[config.mk]
export PLATFORM = sky130hd
export DESIGN_NAME = demux14_stream
export DESIGN_NICKNAME = d
export VERILOG_FILES = /design/src/rtl/demux14_stream.sv
export SDC_FILE = /design/constraint.sdc
export NUM_CORES = 1
export LEC_CHECK = 0
export CORE_MARGIN = 2
export CORE_UTILIZATION = 52
export CTS_CLUSTER_DIAMETER = 120
export DETAILED_ROUTE_END_ITERATION = 8
export PLACE_DENSITY_LB_ADDON = 0.05
export REMOVE_ABC_BUFFERS = 1
export SLEW_MARGIN = 20
export SYNTH_ARGS = -nofsm -noshare
export SYNTH_HDL_FRONTEND = slang
export SYNTH_SLANG_ARGS = --single-unit
[constraint.sdc]
create_clock -name clk -period 2 [get_ports clk]
set_input_delay 0.3 -clock clk [delete_from_list [all_inputs] [get_ports clk]]
set_output_delay 0.3 -clock clk [all_outputs]
set_load 0.05 [all_outputs]
[src/rtl/demux14_stream.sv]
// Registered 1-to-4 stream demultiplexer: each input word is steered by in_sel
// into one of four independent 2-entry FIFOs, each draining through its own handshake.
module demux14_stream #(
    parameter int DW = 2
) (
    input  logic            clk,
    input  logic            rst_n,
    input  logic            in_valid,
    output logic            in_ready,
    input  logic [DW-1:0]   in_data,
    input  logic [1:0]      in_sel,
    output logic [3:0]      out_valid,
    input  logic [3:0]      out_ready,
    output logic [4*DW-1:0] out_data,
    output logic            busy
);

    logic [1:0] ch_cnt [4];

    // Full-channel check uses registered counts only, so a pop never frees a slot in the same cycle.
    assign in_ready = rst_n && (ch_cnt[in_sel] != 2'd2);
    assign busy     = |out_valid;

    for (genvar gi = 0; gi < 4; gi++) begin : g_ch
        logic [DW-1:0] slot0_q, slot1_q;
        logic [DW-1:0] slot0_d, slot1_d;
        logic          wr_ptr_q, wr_ptr_d;
        logic          rd_ptr_q, rd_ptr_d;
        logic [1:0]    cnt_q, cnt_d;
        logic          push, pop;

        assign push = in_valid && in_ready && (in_sel == 2'(gi));
        assign pop  = out_valid[gi] && out_ready[gi];

        always_comb begin
            slot0_d  = slot0_q;
            slot1_d  = slot1_q;
            wr_ptr_d = wr_ptr_q;
            rd_ptr_d = rd_ptr_q;
            cnt_d    = cnt_q;
            if (push) begin
                if (wr_ptr_q) slot1_d = in_data;
                else          slot0_d = in_data;
                wr_ptr_d = ~wr_ptr_q;
            end
            if (pop) begin
                rd_ptr_d = ~rd_ptr_q;
            end
            if (push && !pop)      cnt_d = cnt_q + 2'd1;
            else if (pop && !push) cnt_d = cnt_q - 2'd1;
        end

        always_ff @(posedge clk or negedge rst_n) begin
            if (!rst_n) begin
                slot0_q  <= '0;
                slot1_q  <= '0;
                wr_ptr_q <= 1'b0;
                rd_ptr_q <= 1'b0;
                cnt_q    <= 2'd0;
            end else begin
                slot0_q  <= slot0_d;
                slot1_q  <= slot1_d;
                wr_ptr_q <= wr_ptr_d;
                rd_ptr_q <= rd_ptr_d;
                cnt_q    <= cnt_d;
            end
        end

        assign ch_cnt[gi]                = cnt_q;
        assign out_valid[gi]             = (cnt_q != 2'd0);
        // Head word comes straight from the slot array; stale when the channel is empty.
        assign out_data[gi*DW +: DW]     = rd_ptr_q ? slot1_q : slot0_q;
    end

endmodule

==> summary.md <==
| Metric | Value |
|---|---|
| Status | finished with violations |
| Violated checks | design-rule violations, negative setup slack |
| Antenna violations before repair | 0 |
| CP Launch Type | register |
| Post-layout util | 75.9% |
| Synth-to-Final Area Change | 36.3% |
| Post-DR vias/cell | 5.40 |
| CTS max path bufs | 2 |
| Crit path time final | 2.01 ns |
| Leak Pwr | 0.000993 uW |
| Post-synth top area share | 51.2% |
| Synthesized cell area | 0.00156 mm2 |
| Core footprint | 0.00281 mm2 |
| Slew Limit Fails | 0 |
| Synth area leaders | dfrtp_1, mux2_2, xor2_1, xnor2_1, ha_1 |
| TritonCTS clock tree | yes |
| Leading area contributor after synthesis | dfrtp_1 |
| Clock Tree Root | clkbuf_4 |
| Fin crit share | 101% |
| Global placer's final weighted congestion | 0.740 |
| Tot GR Track Use | 21.1% |
| Worst endpoint required time | 1.70 ns |
| Detail Route Antenna Nets | 0 |
| Tot Pwr | 3630 uW |
| DR iter-0 viols | 23 |
| Peak fanout along the critical path | 3 |
| Fmax | 497 MHz |
| # IOs | 25 |
| Die Span X | 58.8 um |
| Power density over the cells | 1710 mW/mm2 |
| CP Capture Type | primary output |
| Post-Layout Cell Count | 208 |
| Global-route wire length before repair | 5.36 mm |
| Worst setup margin | -0.0102 ns |
| 1st-pass router iterations | 8 |
| Synth Register Bits | 32 |
| Cts hold-fix bufs | 0 |
| Worst-margin pin slew | 0.495 ns |
| Final nets | 191 |
| Share of cells above drive strength 1 | 39.5% |
| Final Instance Area | 0.00213 mm2 |
| Die ar. | 0.00346 mm2 |
| Yosys warns | 0 |
| Cell count after synthesis | 121 |
| Final setup viols | 1 |
| Worst-Skew Late Latency | 0.33 ns |
| H-tree Lvls | 2 |
| Die height | 58.8 um |
| Rel. slew slack | 67.1% |
| Worst EP arrival | 1.71 ns |
| Critical path class | register to primary output |
| Cell variety after synth | 27 |
| Final hold violations | 0 |
| Fin Clk Skew | 0.0109 ns |
| Ant diodes | 0 |
| Fillers | 211 |
| Total number of vias | 1,124 |
| Routed WL per cell | 15.7 um |
| Pre-CTS setup slack | -0.135 ns |
| Worst min path class | primary input to async pin |
| Dpl hpwl | 2.31 mm |
| Largest net degree at the start of global routing | 13 |
| Port bufs | 24 |
| Clock net sink count | 32 |
| Starting Density | 55.7% |
| Grt ovf | 0 |
| Inserted Clock Buffers | 5 |
| Clock transition at the registers of the reported paths | 0.11 ns |
| Count of standard-cell rows | 19 |
| Placed cell areas | 0.00196 mm2 |
| Syn avg cell area | 12.9 um2 |
| Routed wire length | 3.28 mm |
| Post-synthesis sequential area ratio | 51.2% |
| Vias in the first global route | 1,177 |
| Max cap viols | 0 |
| Worst R2R Path Depth | 7 |
| RSZ-0062 raised after global routing | yes |
| Max IR drop VDD | 0.00108 V |
| Inst Count DP | 190 |
| DRC errors left | 1 |
==> critical path: stages (launching register included) <==
cell	delay, ns
dfrtp_1	0.41
or2_4	0.27
or4_4	0.54
buf_8	0.17
==> per-layer routing <==
layer | routed length [um] | track usage (%) | vias up | share of wire, %
met1 | 1550 | 27.2 | 555 | 47
met4 | 57 | 7.14 | 0 | 1.7
li1 | - | - | 535 | -
met3 | 140 | 6.59 | 7 | 4.3
met2 | 1530 | 33.8 | 27 | 47
met5 | 0 | 0 | - | 0
==> logic make-up after synthesis <==
kind of cell,share of synthesized area (%)
buffers and inverters,0.320
flip-flops,51.2
XOR/XNOR,11.2
AO/OA/AOI/OAI,0.880
multiplexers,18.5
adder cells (fa/ha/maj),3.20
AND/OR/NAND/NOR,14.7
==> synthesized netlist by cell type <==
master and count:
nand3b_1 1, or4_1 1, nor4b_1 3, nor2_1 6
mux2_2 23, and3_1 1, xnor2_1 8, a21oi_1 1
nand4_1 1, ha_1 4, and2_1 1, and4b_1 1
nand4bb_1 1, nand2_1 6, nor3_1 3, mux2_4 2
nor3b_1 1, or2_2 4, xor2_1 12, nand4b_1 1
buf_2 1, nand2b_1 1, nor2b_1 3, o311ai_0 1
or4_4 1, nand3_2 1, dfrtp_1 32
==> power breakdown <==
part           total [uW]  switching, uW  internal (uW)
Combinational        1920           1060            856
Clock                 489            229            261
Sequential           1230            249            978
Total                3630           1540           2090
==> registers in the layout, summed over array words and instances, names as in the netlist <==
name / flops
g_ch.wr_ptr_q: 4
g_ch.slot1_q: 8
g_ch.cnt_q: 8
g_ch.slot0_q: 8
g_ch.rd_ptr_q: 4
==> layout by cell type, fill, tap and decap left out, drive strengths merged <==
| cell type | netlist | routed |
|---|---|---|
| nand4bb | 1 | 1 |
| xor2 | 12 | 12 |
| clkinvlp | 0 | 1 |
| dfrtp | 32 | 32 |
| nand4 | 1 | 1 |
| nand2b | 1 | 1 |
| nand2 | 6 | 6 |
| nor2 | 6 | 6 |
| nand3b | 1 | 1 |
| and4b | 1 | 1 |
| clkinv | 0 | 1 |
| clkbuf | 0 | 5 |
| nor3b | 1 | 1 |
| bufinv | 0 | 1 |
| and3 | 1 | 1 |
| nor4b | 3 | 3 |
| a21oi | 1 | 1 |
| nor3 | 3 | 3 |
| ha | 4 | 4 |
| nor2b | 3 | 3 |
| o311ai | 1 | 1 |
| xnor2 | 8 | 8 |
| or2 | 4 | 4 |
| dlygate4sd2 | 0 | 12 |
| nand4b | 1 | 1 |
| buf | 1 | 27 |
| nand3 | 1 | 1 |
| clkdlybuf4s50 | 0 | 10 |
| or4 | 2 | 2 |
| and2 | 1 | 1 |
| mux2 | 25 | 25 |
==> metrics by stage <==
step	setup TNS (ns)	hold WS (ns)
global placement	-0.362	0.463
CTS	-0.107	0.367
finish	-0.0102	0.375
floorplan	0	0.00441
detailed placement	-0.708	0.467
global route	-0.0769	0.386
==> worst paths after layout <==
kind / startpoint / endpoint / slack (ns)
max reg2reg: g_ch[1].cnt_q[0] / g_ch[1].cnt_q[1] / 0.37
max in group asynchronous: rst_n / g_ch[0].wr_ptr_q / 1.29
min: rst_n / g_ch[1].cnt_q[1] / 0.38
min in group clk: g_ch[2].wr_ptr_q / g_ch[2].wr_ptr_q / 0.50
min reg2reg: g_ch[2].wr_ptr_q / g_ch[2].wr_ptr_q / 0.50
max: g_ch[2].cnt_q[1] / busy / -0.01
==> area by class of cell <==
type                            count  area [um2]  area share, %
Timing Repair Buffer               49         432           20.3
Tap cell                           31        38.8           1.82
Multi-Input combinational cell     88         777           36.5
Sequential cell                    32         802           37.7
Clock inverter                      3        42.5           2.00
Clock buffer                        5        37.5           1.76
==> what timing repair did <==
action,in CTS,in global routing
buffers inserted,1,9
cloned,0,0
hold endpoints to repair,0,0
pin swaps,0,3
gates resized for setup,15,9
setup endpoints to repair,14,2
Note: power is estimated with default switching activity, not from simulation.
